==> config.mk <==
export PLATFORM = sky130hd
export DESIGN_NAME = time_set_controller
export DESIGN_NICKNAME = d
export VERILOG_FILES = /design/src/rtl/time_set_controller.sv
export SDC_FILE = /design/constraint.sdc
export NUM_CORES = 1
export LEC_CHECK = 0
export BUFFER_PORTS_ARGS = -buffer_cell sky130_fd_sc_hd__clkbuf_2
export CAP_MARGIN = 20
export CELL_PAD_IN_SITES_DETAIL_PLACEMENT = 1
export CELL_PAD_IN_SITES_GLOBAL_PLACEMENT = 1
export CORE_UTILIZATION = 38
export CTS_BUF_LIST = sky130_fd_sc_hd__clkbuf_4
export DETAILED_ROUTE_END_ITERATION = 8
export GPL_TIMING_DRIVEN = 0
export PLACE_DENSITY_LB_ADDON = 0.25
export SYNTH_ARGS = -nofsm -noshare
export SYNTH_HDL_FRONTEND = slang
export SYNTH_SLANG_ARGS = --single-unit
==> constraint.sdc <==
create_clock -name clk -period 2.09 [get_ports clk]
set_clock_uncertainty 0.05 [all_clocks]
set_input_delay 0.1045 -clock clk [delete_from_list [all_inputs] [get_ports clk]]
set_output_delay 0.1045 -clock clk [all_outputs]
set_load 0.02 [all_outputs]
==> src/rtl/time_set_controller.sv <==
// Purpose : HH:MM:SS timekeeper. A mode button steps RUN -> SET_HOUR -> SET_MIN -> RUN.
//           In the set states btn_inc edits the selected field, and the block drops back
//           to RUN after TIMEOUT idle ticks.
// Latency : every output is registered and changes one clk after the input pulse.
//           A timeout takes effect one clk after the tick that reaches TIMEOUT.
// Backpr. : none. Inputs are one-clk pulses and each pulse is acted on in its own cycle.
// Ports   : clk, rst (sync, active-high), tick_1hz, btn_mode, btn_inc ->
//           seconds[5:0], minutes[5:0], hours[4:0], set, mode[1:0], blink
module time_set_controller #(
  parameter int TIMEOUT = 30
) (
  input  logic       clk,
  input  logic       rst,
  input  logic       tick_1hz,
  input  logic       btn_mode,
  input  logic       btn_inc,
  output logic [5:0] seconds,
  output logic [5:0] minutes,
  output logic [4:0] hours,
  output logic       set,
  output logic [1:0] mode,
  output logic       blink
);

  localparam int IW = (TIMEOUT < 1) ? 1 : $clog2(TIMEOUT + 1);

  typedef enum logic [1:0] {
    RUN      = 2'b00,
    SET_HOUR = 2'b01,
    SET_MIN  = 2'b10
  } state_t;

  state_t        state, state_nxt;
  logic [5:0]    sec_nxt, min_nxt;
  logic [4:0]    hr_nxt;
  logic          blink_nxt;
  logic [IW-1:0] idle, idle_nxt;

  always_ff @(posedge clk) begin
    if (rst) begin
      state   <= RUN;
      seconds <= '0;
      minutes <= '0;
      hours   <= '0;
      set     <= 1'b0;
      blink   <= 1'b0;
      idle    <= '0;
    end else begin
      state   <= state_nxt;
      seconds <= sec_nxt;
      minutes <= min_nxt;
      hours   <= hr_nxt;
      set     <= (state_nxt != RUN);
      blink   <= blink_nxt;
      idle    <= idle_nxt;
    end
  end

  // The state register is the mode output.
  assign mode = state;

  always_comb begin
    state_nxt = state;
    sec_nxt   = seconds;
    min_nxt   = minutes;
    hr_nxt    = hours;
    blink_nxt = blink;
    idle_nxt  = idle;

    unique case (state)
      RUN: begin
        idle_nxt  = '0;
        blink_nxt = 1'b0;
        if (btn_mode) begin
          state_nxt = SET_HOUR;
          sec_nxt   = '0;
          blink_nxt = 1'b1;
        end else if (tick_1hz) begin
          // Seconds, minutes and hours all carry in the same cycle.
          if (seconds == 6'd59) begin
            sec_nxt = '0;
            if (minutes == 6'd59) begin
              min_nxt = '0;
              hr_nxt  = (hours == 5'd23) ? 5'd0 : hours + 5'd1;
            end else begin
              min_nxt = minutes + 6'd1;
            end
          end else begin
            sec_nxt = seconds + 6'd1;
          end
        end
      end

      SET_HOUR, SET_MIN: begin
        sec_nxt = '0;
        // A button always wins. It clears the idle count even when it lands on
        // the tick that would have reached TIMEOUT.
        if (btn_mode) begin
          idle_nxt = '0;
          if (state == SET_HOUR) begin
            state_nxt = SET_MIN;
            blink_nxt = 1'b1;
          end else begin
            state_nxt = RUN;
            blink_nxt = 1'b0;
          end
        end else if (btn_inc) begin
          idle_nxt = '0;
          if (tick_1hz) blink_nxt = ~blink;
          if (state == SET_HOUR) hr_nxt  = (hours == 5'd23)   ? 5'd0 : hours + 5'd1;
          else                   min_nxt = (minutes == 6'd59) ? 6'd0 : minutes + 6'd1;
        end else if (idle == IW'(TIMEOUT)) begin
          state_nxt = RUN;
          idle_nxt  = '0;
          blink_nxt = 1'b0;
        end else if (tick_1hz) begin
          idle_nxt  = idle + IW'(1);
          blink_nxt = ~blink;
        end
      end

      default: begin
        state_nxt = RUN;
        blink_nxt = 1'b0;
        idle_nxt  = '0;
      end
    endcase
  end

endmodule

==> results.toml, run 1 <==
[run_status]
status = "completed"

[placed_design]
dp_slack_ns = -0.0141
place_inst = 226
portBuffers = 23
detailed_place_hpwl_mm = 2.48
gp_congestion = 0.759

[timing]
slew_headroom_pct = 61.6
rsz0062_at_grt = "no"
finalHoldViolations = 0
fmax_ghz = 0.500
worstMarginPinSlew_ns = 0.576
final.setup.worst_slack_ns = 0.0915
min_period_ns = 2.00
setup_viol = 0
final_max_slew_viol_count = 0
fin_crit_sh_pct = 95.6

[clock_network]
path_clk_slew_ns = 0.15
clockBufferDepth = 2
cts_tree = "built"
clock-sinks = 26
h-tree-depth = 1
root_buffer = "clkbuf_4"
clock_latency_ns = 0.33
cts_made_buffers = 3

[worst_setup_path]
worstSetupPathType = "reg -> reg"
cp-end-kind = "register"
path_max_fanout = 8
arrival_ns = 2.22
critical_path.slowest_cell = "or4_4"
crit_chain = "inv_2 -> ha_4 -> nor2b_2 -> nor4b_4 -> nand3b_4 -> or4_4 -> a21oi_2"
required_ns = 2.31
cp-start-kind = "register"
slowest_delay_ns = 0.43

[power_and_ir_drop]
p_per_area_nw_per_um2 = 558
power_frac_seq_pct = 55.8
p_switching_mw = 0.268
peakVddDrop_mv = 0.216
p_leak_nw = 0.698
clockPowerShare_pct = 26.2
switching_share_pct = 28.7
combinationalPowerShare_pct = 18.0
p_int_mw = 0.667

[cells_and_area]
drive_above_1_share_pct = 26.6
fin_nets = 204
fin_cells = 234
area_growth_pct = 20.6
n_antenna_cell = 0

[job]
drv_cap = 0

[global_routing]
overflow = 0
antenna_found_initial = 0
grt_first_pass_wirelength_mm = 5.90
gr-usage-all-layers_pct = 18.5
grt_max_degree = 15
grt_pass1_vias = 1252

[detailed_routing]
dr_total_vias = 1246
wl_per_cell_um = 14.4
routed_wirelength_mm = 3.38
detail-route-antenna-nets = 0
viasPerCell = 5.32
drt_iter0_markers = 63
post-route-drc-count = 0
drt-pass1-iter-count = 4

[synthesis]
syn-num-nets = 172
ys_types = 47
syn_area_per_cell_um2 = 8.85
synth_compound_area_share_pct = 17.5
synthFlopType = "dfxtp_1"
yosys.area.top_type = "dfxtp_1"
synth-simple-area-share_pct = 23.6
async_flop_share_pct = 0
synth_xor_xnor_area_share_pct = 6.30
synth.cell_area_um2 = 1390
synth_adder_area_share_pct = 9.00
synth_top_family_by_area = "simple AND/OR/NAND/NOR gates"
synthTopCellsByArea = "dfxtp_1, ha_1, nor2_1"
synth.mux.area_fraction_pct = 1.44
yosysWarnings = 0
ys_ff_latch = 26
ys_seq_area_share_pct = 37.4
yosysTopAreaCellShare_pct = 37.4
synth_edf_count = 0
syn_inst = 157

[worst_hold_path]
holdCritPathClass = "in -> reg"

[floorplan]
fp.dieH_um = 62.5
initial_core_util_pct = 40.7
die_w_um = 62.5
coreArea_um2 = 3420
dieArea_um2 = 3900
io_pins = 26
rows = 21
==> metrics by stage <==
stage / power [mW] / cell area, um2 / utilization (%) / hold slack (ns) / setup TNS [ns]
CTS: 0.932 / 1640 / 48.1 / 0.0474 / 0
finish: 0.935 / 1680 / 49.1 / 0.0391 / 0
global placement: 0.679 / 1580 / 46.3 / 0.385 / 0
detailed placement: 0.687 / 1580 / 46.3 / 0.406 / -0.0141
floorplan: 0.645 / 1410 / - / 0.339 / 0
global route: 0.986 / 1680 / 49.1 / 0.0413 / 0
==> area by class of cell <==
class	instances	area [um2]
repair buffers	27	145
multi-input cells	116	846
flip-flops and latches	26	526
inverters	9	33.8
well taps	46	57.6
clock buffers	4	30.0
fillers	425	1740
plain buffers	6	38.8
==> worst paths after layout <==
check             cells past startpoint                  start                       to  slack, ns
setup / recovery                      7     mode[0]$_SDFF_PP0_  minutes[2]$_SDFFE_PP0P_       0.09
hold / removal                        2               tick_1hz     idle[1]$_SDFFE_PP0P_       0.04
setup reg to reg                      7     mode[0]$_SDFF_PP0_  minutes[2]$_SDFFE_PP0P_       0.09
hold reg to reg                       2  hours[3]$_SDFFE_PP0P_    hours[4]$_SDFFE_PP0P_       0.47
==> power groups by stage <==
stage / combinational [mW] / clock, mW / sequential, mW
finish: 0.168 / 0.245 / 0.522
global route: 0.186 / 0.275 / 0.525
CTS: 0.162 / 0.248 / 0.522
detailed placement: 0.154 / 0 / 0.533
global placement: 0.147 / 0 / 0.532
floorplan: 0.0995 / 0 / 0.545
==> cells in the mapped netlist (3+ instances only) <==
cell type / number
inv_1: 9
nand4_1: 6
nor2_1: 16
ha_1: 10
dfxtp_1: 26
a21oi_1: 8
nand2_1: 9
xnor2_1: 5
nand3_1: 7
nand2b_1: 3
nor3_1: 3
a211oi_1: 3
o21ai_0: 6
xor2_1: 5
==> what timing repair did <==
item | in CTS | in global routing
buffers inserted | 3 | 1
setup endpoints to repair | 1 | 7
resized for setup | 2 | 7
pin swaps | 1 | 3
hold buffers | 0 | 0
==> per-layer routing <==
| layer | routed length, um | track usage, % |
|---|---|---|
| met1 | 1610 | 24.0 |
| met2 | 1630 | 32.2 |
| met3 | 107 | 2.74 |
| met4 | 27 | 3.78 |
| met5 | 0 | 0 |
==> state kept, by name, summed over array words and instances (netlist names) <==
register,cells
set,1
hours,5
mode,2
idle,5
blink,1
minutes,6
seconds,6
==> critical path, delay by kind of cell (launching register included) <==
| family | cells | cell delay (ns) |
|---|---|---|
| fa+ha+maj | 1 | 0.24 |
| compound gates | 1 | 0.12 |
| buf+inv | 1 | 0.05 |
| simple gates | 4 | 1.08 |
| flops | 1 | 0.40 |
==> cell usage in the layout, fill, tap and decap left out, types with 2 or more instances in the layout <==
master,synthesis,final
dfxtp_1,26,24
clkbuf_2,0,23
nor2_1,16,16
nand2_1,9,9
ha_1,10,9
inv_1,9,7
nand3_1,7,7
a21oi_1,8,7
nand4_1,6,6
o21ai_0,6,6
xor2_1,5,5
xnor2_1,5,5
clkbuf_4,0,4
buf_4,0,4
nand2b_1,3,3
a211oi_1,3,3
inv_2,0,2
clkbuf_1,2,2
buf_6,1,2
nor2b_1,2,2
a21o_1,2,2
o22ai_1,2,2
mux2i_1,2,2
nor3_1,3,2
or2_2,2,2
or3_1,2,2
==> cell families after synthesis <==
kind of cell	count (synthesis)
AOI/OAI and AO/OA	35
xor gates and xnor gates	10
adders and majority gates	10
buffers and inverters	15
DFF	26
muxes	2
and+or+nand+nor	59
Note: power is estimated with default switching activity, not from simulation.
==> inputs of run 2 (changes only) <==
--- a/config.mk
+++ b/config.mk
@@ -14,6 +14,7 @@
 export DETAILED_ROUTE_END_ITERATION = 8
 export GPL_TIMING_DRIVEN = 0
 export PLACE_DENSITY_LB_ADDON = 0.25
+export SETUP_SLACK_MARGIN = 0.1
 export SYNTH_ARGS = -nofsm -noshare
 export SYNTH_HDL_FRONTEND = slang
 export SYNTH_SLANG_ARGS = --single-unit
==> constraint.sdc (replaced) <==
create_clock -name clk -period 2.09 [get_ports clk]
set_clock_uncertainty 0.05 [all_clocks]
set_input_delay 0.418 -clock clk [delete_from_list [all_inputs] [get_ports clk]]
set_output_delay 0.418 -clock clk [all_outputs]
set_load 0.02 [all_outputs]
==> run 2 against run 1 <==
  * Register-to-register slack is essentially flat
  * Worst setup slack lost 0.0039 ns
  * Global-route usage shrank 0.39 points
==> results.toml, run 2 (same netlist as run 1, synthesis figures left out) <==
[run_status]
status = "completed"

[cells_and_area]
top_regs = "minutes (6), seconds (6)"
fin_util_pct = 50.8
multi_input_area_um2 = 865
fin_nets = 209
n_antenna_cell = 0
fin_cells = 239
area_growth_pct = 24.8
drive_above_1_share_pct = 29.5
nFillCells = 414
design_area_um2 = 1740
ff_latch_area_um2 = 526
final_common_cell = "dfxtp_1"
mostFrequentLayoutCells = "dfxtp_1, clkbuf_2, nor2_1"

[global_routing]
grt_first_pass_wirelength_mm = 5.67
grt_max_degree = 15
overflow = 0
grt-busiest-layer = "met2"
antenna_found_initial = 0
use_met3_pct = 4.93
use_met2_pct = 31.3
use_met1_pct = 22.4
gr-usage-all-layers_pct = 18.1
grt_pass1_vias = 1269

[worst_setup_path]
slowest_delay_ns = 0.43
path_delay_family = "simple AND/OR/NAND/NOR gates"
crit_chain = "inv_4 -> ha_4 -> buf_8 -> nor2b_4 -> nor4b_4 -> nand3b_4 -> or4_4 -> a21oi_2"
cp-end-kind = "register"
path_max_fanout = 6
path_buf_inv = 2
ff2ff_path_depth = 8
worstSetupPathType = "reg -> reg"
cp_num_cells = 8
arrival_ns = 2.23
critical_path.slowest_cell = "or4_4"
required_ns = 2.31
cp-start-kind = "register"

[floorplan]
die_w_um = 62.5
coreArea_um2 = 3420
rows = 21
dieArea_um2 = 3900
fp.dieH_um = 62.5
io_pins = 26
initial_core_util_pct = 40.7

[worst_hold_path]
holdCritPathClass = "in -> reg"
min_path_cells = 2

[timing]
rsz0062_at_grt = "yes"
worstMarginPinSlew_ns = 0.527
final_max_slew_viol_count = 0
min_period_ns = 2.00
finalHoldViolations = 0
fmax_ghz = 0.499
fin_crit_sh_pct = 95.8
setup_viol = 0
slew_headroom_pct = 64.9

[power_and_ir_drop]
p_total_mw = 0.945
power_frac_seq_pct = 55.0
p_per_area_nw_per_um2 = 545
clockPowerShare_pct = 24.3
peakVddDrop_mv = 0.386
combinationalPowerShare_pct = 20.7
p_switching_mw = 0.281
p_leak_nw = 0.727
switching_share_pct = 29.7
p_int_mw = 0.664

[clock_network]
cts_tree = "built"
clock-sinks = 26
clockBufferDepth = 2
root_buffer = "clkbuf_4"
h-tree-depth = 1
path_clk_slew_ns = 0.15
clock_latency_ns = 0.33
cts_made_buffers = 3

[detailed_routing]
post-route-drc-count = 0
routed_wirelength_mm = 3.66
wl_per_cell_um = 15.3
drt_iter0_markers = 46
viasPerCell = 5.33
detail-route-antenna-nets = 0
drt-pass1-iter-count = 4
dr_total_vias = 1274

[placed_design]
detailed_place_hpwl_mm = 2.48
portBuffers = 23
dpl_cell_area_um2 = 1590
place_inst = 226
gp_congestion = 0.785

[job]
drv_cap = 0
==> run 2: worst paths after layout <==
| check | startpoint | to | slack, ns |
|---|---|---|---|
| max | mode[1]$_SDFF_PP0_ | minutes[2]$_SDFFE_PP0P_ | 0.09 |
| min | tick_1hz | idle[1]$_SDFFE_PP0P_ | 0.37 |
| max reg2reg | mode[1]$_SDFF_PP0_ | minutes[2]$_SDFFE_PP0P_ | 0.09 |
| min reg2reg | hours[1]$_SDFFE_PP0P_ | hours[1]$_SDFFE_PP0P_ | 0.48 |
==> run 2: layout make-up <==
class	count	share of cell area, %
multi-input combinational	116	49.8
clock inverter	1	0.216
inverter	9	2.09
tap	46	3.32
sequential	26	30.3
timing repair buffer	32	10.5
clock buffer	3	1.30
buffer	6	2.45
==> run 2: power groups by stage <==
stage,Combinational (mW),Clock (mW),Sequential (mW)
floorplan,0.103,0,0.546
global placement,0.151,0,0.532
detailed placement,0.159,0,0.534
CTS,0.169,0.241,0.520
global route,0.210,0.268,0.523
finish,0.195,0.230,0.520
==> run 2: timing repair <==
item | 4_1_cts | 5_1_grt
gates resized for setup | 1 | 13
setup endpoints to repair | 7 | 8
setup buffers | 4 | 5
pin swaps | 1 | 3
hold buffers | 0 | 0
==> run 2: worst register-to-register path, stage by stage (launching register included) <==
cell and delay [ns]:
dfxtp_2 0.39, inv_4 0.05, ha_4 0.15, buf_8 0.12
nor2b_4 0.13, nor4b_4 0.36, nand3b_4 0.12, or4_4 0.43
a21oi_2 0.15
==> run 2: routing by layer <==
metal	vias up	share of wire, %
li1	631	-
met1	618	44
met2	21	52
met3	4	3.3
met4	0	0.79
met5	-	0
==> run 2: metrics by stage <==
| stage | TNS (ns) | setup WS, ns | hold WS [ns] |
|---|---|---|---|
| 4_1_cts | 0 | 0.0840 | 0.350 |
| 6_report | 0 | 0.0876 | 0.373 |
| 2_1_floorplan | 0 | 0.101 | 0.429 |
| 3_3_place_gp | 0 | 0.0563 | 0.435 |
| 5_1_grt | 0 | 0.0195 | 0.362 |
| 3_5_place_dp | -0.0117 | -0.0117 | 0.447 |
==> inputs of run 3 (changes only) <==
--- a/config.mk
+++ b/config.mk
@@ -9,6 +9,7 @@
 export CAP_MARGIN = 20
 export CELL_PAD_IN_SITES_DETAIL_PLACEMENT = 1
 export CELL_PAD_IN_SITES_GLOBAL_PLACEMENT = 1
+export CORE_ASPECT_RATIO = 2
 export CORE_UTILIZATION = 38
 export CTS_BUF_LIST = sky130_fd_sc_hd__clkbuf_4
 export DETAILED_ROUTE_END_ITERATION = 8
==> run 3 against run 2 <==
  * Worst setup slack gained 0.018 ns
  * Utilization up 0.61 points
  * Register-to-register slack improved by 0.02 ns
  * Largest cell class unchanged
  * Combinational power up 3%
==> results.toml, run 3 (same netlist as run 1, synthesis figures left out) <==
[detailed_routing]
wl_per_cell_um = 14.8
drt_iter0_markers = 14
drt-pass1-iter-count = 3
dr_total_vias = 1285
routed_wirelength_mm = 3.63
viasPerCell = 5.22
post-route-drc-count = 0
detail-route-antenna-nets = 0

[timing]
setup-tns-final_ns = 0
final_max_slew_viol_count = 0
holdWs_ns = 0.372
slew_headroom_pct = 64.8
min_period_ns = 1.98
worstMarginPinSlew_ns = 0.528
setup_viol = 0
finalHoldViolations = 0
final.setup.worst_slack_ns = 0.105
fin_crit_sh_pct = 95.0
rsz0062_at_grt = "yes"
fmax_ghz = 0.504

[global_routing]
antenna_found_initial = 0
grt_first_pass_wirelength_mm = 5.96
grt_pass1_vias = 1363
overflow = 0
grt_max_degree = 15
gr-usage-all-layers_pct = 20.5

[clock_network]
root_buffer = "clkbuf_4"
clockBufferDepth = 2
cts_made_buffers = 3
path_clk_slew_ns = 0.14
cts_tree = "built"
hold_buffers = 0
clock-sinks = 26
clock_latency_ns = 0.34
h-tree-depth = 1

[worst_setup_path]
rrSetupSlack_ns = 0.11
rr_endpoint = "minutes[2]$_SDFFE_PP0P_"
crit_chain = "inv_2 -> ha_4 -> nor2b_4 -> nor4b_4 -> nand3b_4 -> or4_4 -> a21oi_2"
required_ns = 2.32
cp-end-kind = "register"
cp-start-kind = "register"
timing.rr.start = "mode[1]$_SDFF_PP0_"
slowest_delay_ns = 0.53
path_max_fanout = 4
critical_path.slowest_cell = "or4_4"
ff2ff_path_depth = 7
arrival_ns = 2.21
worstSetupPathType = "reg -> reg"

[power_and_ir_drop]
p_leak_nw = 0.750
peakVddDrop_mv = 0.381
p_per_area_nw_per_um2 = 535

[cells_and_area]
area_growth_pct = 27.7
n_antenna_cell = 0
final_common_cell = "dfxtp_1"
drive_above_1_share_pct = 31.8
design_area_um2 = 1780
fin_util_pct = 51.4
top_regs = "minutes (6), seconds (6)"
fin_nets = 214
mostFrequentLayoutCells = "dfxtp_1, clkbuf_2, nor2_1"

[worst_hold_path]
min_path_cells = 2
hp-start = "tick_1hz"
holdCritPathClass = "in -> reg"
hold_end = "idle[1]$_SDFFE_PP0P_"

[placed_design]
dpl_cell_area_um2 = 1590
gp_congestion = 0.763
portBuffers = 23
detailed_place_hpwl_mm = 2.56
dp_slack_ns = -0.00730

[floorplan]
initial_core_util_pct = 40.3
dieArea_um2 = 3920
rows = 30
coreArea_um2 = 3450
io_pins = 26
die_w_um = 44.8
fp.dieH_um = 87.5

[run_status]
status = "completed"

[job]
drv_cap = 0
==> run 3: changes by cell type in the layout (fill, tap and decap cells not counted) <==
cell | before | now
buf_6 | 1 | 2
buf_4 | 9 | 14
buf_8 | 1 | 0
inv_2 | 1 | 2
a211oi_1 | 3 | 2
inv_4 | 1 | 0
a2111oi_1 | 0 | 1
a211oi_2 | 0 | 1
o21ai_1 | 1 | 0
a2111oi_0 | 1 | 0
o21ai_0 | 5 | 6
==> run 3: routing by layer <==
metal | track usage, % | up-vias | routed length [um]
li1 | - | 637 | -
met1 | 19.7 | 625 | 1400
met2 | 40.2 | 18 | 2100
met3 | 2.47 | 5 | 58
met4 | 9.64 | 0 | 76
met5 | 0 | - | 0
==> run 3: worst max path at each step <==
stage	slack (ns)	endpoint	cells after the start	startpoint
final	0.11	minutes[2]$_SDFFE_PP0P_	7	mode[1]$_SDFF_PP0_
after global routing	0.03	minutes[2]$_SDFFE_PP0P_	6	seconds[0]$_SDFFE_PP0P_
after CTS	0.08	minutes[2]$_SDFFE_PP0P_	7	mode[1]$_SDFF_PP0_
after detailed placement	-0.007	minutes[2]$_SDFFE_PP0P_	7	mode[0]$_SDFF_PP0_
after global placement	0.06	minutes[2]$_SDFFE_PP0P_	7	mode[0]$_SDFF_PP0_
after floorplan	0.10	minutes[2]$_SDFFE_PP0P_	7	mode[1]$_SDFF_PP0_
==> run 3: layout make-up <==
cell class              count  area, um2
clock inverters             1       3.75
multi-input cells         116        871
inverters                   9       33.8
well taps                  48       60.1
plain buffers               5       27.5
clock buffers               3       22.5
fillers                   434       1680
repair buffers             38        231
flip-flops and latches     26        526
==> run 3: report_power, final <==
part	total [mW]	internal [mW]	leakage [nW]	switching, mW
clock	0.229	0.0704	0.0154	0.159
sequential	0.520	0.508	0.212	0.0111
combinational	0.201	0.0922	0.523	0.108
==> run 3: timing repair <==
item | in CTS | in global routing
resized for setup | 6 | 9
pin swaps | 4 | 4
gates cloned | 0 | 1
buffers inserted | 11 | 3
setup endpoints to repair | 7 | 10
==> run 3: through the flow <==
stage | std cells | power (mW)
6_report | 246 | 0.950
3_3_place_gp | 228 | 0.685
3_5_place_dp | 228 | 0.691
5_1_grt | 246 | 0.999
4_1_cts | 242 | 0.948
2_1_floorplan | 157 | 0.648
==> run 3: critical path, delay by kind of cell (launching register included) <==
kind	cells	cell delay [ns]
AND/OR/NAND/NOR	4	1.08
adder cells (fa/ha/maj)	1	0.25
AO/OA/AOI/OAI	1	0.13
buffers and inverters	1	0.05
flip-flops	1	0.37
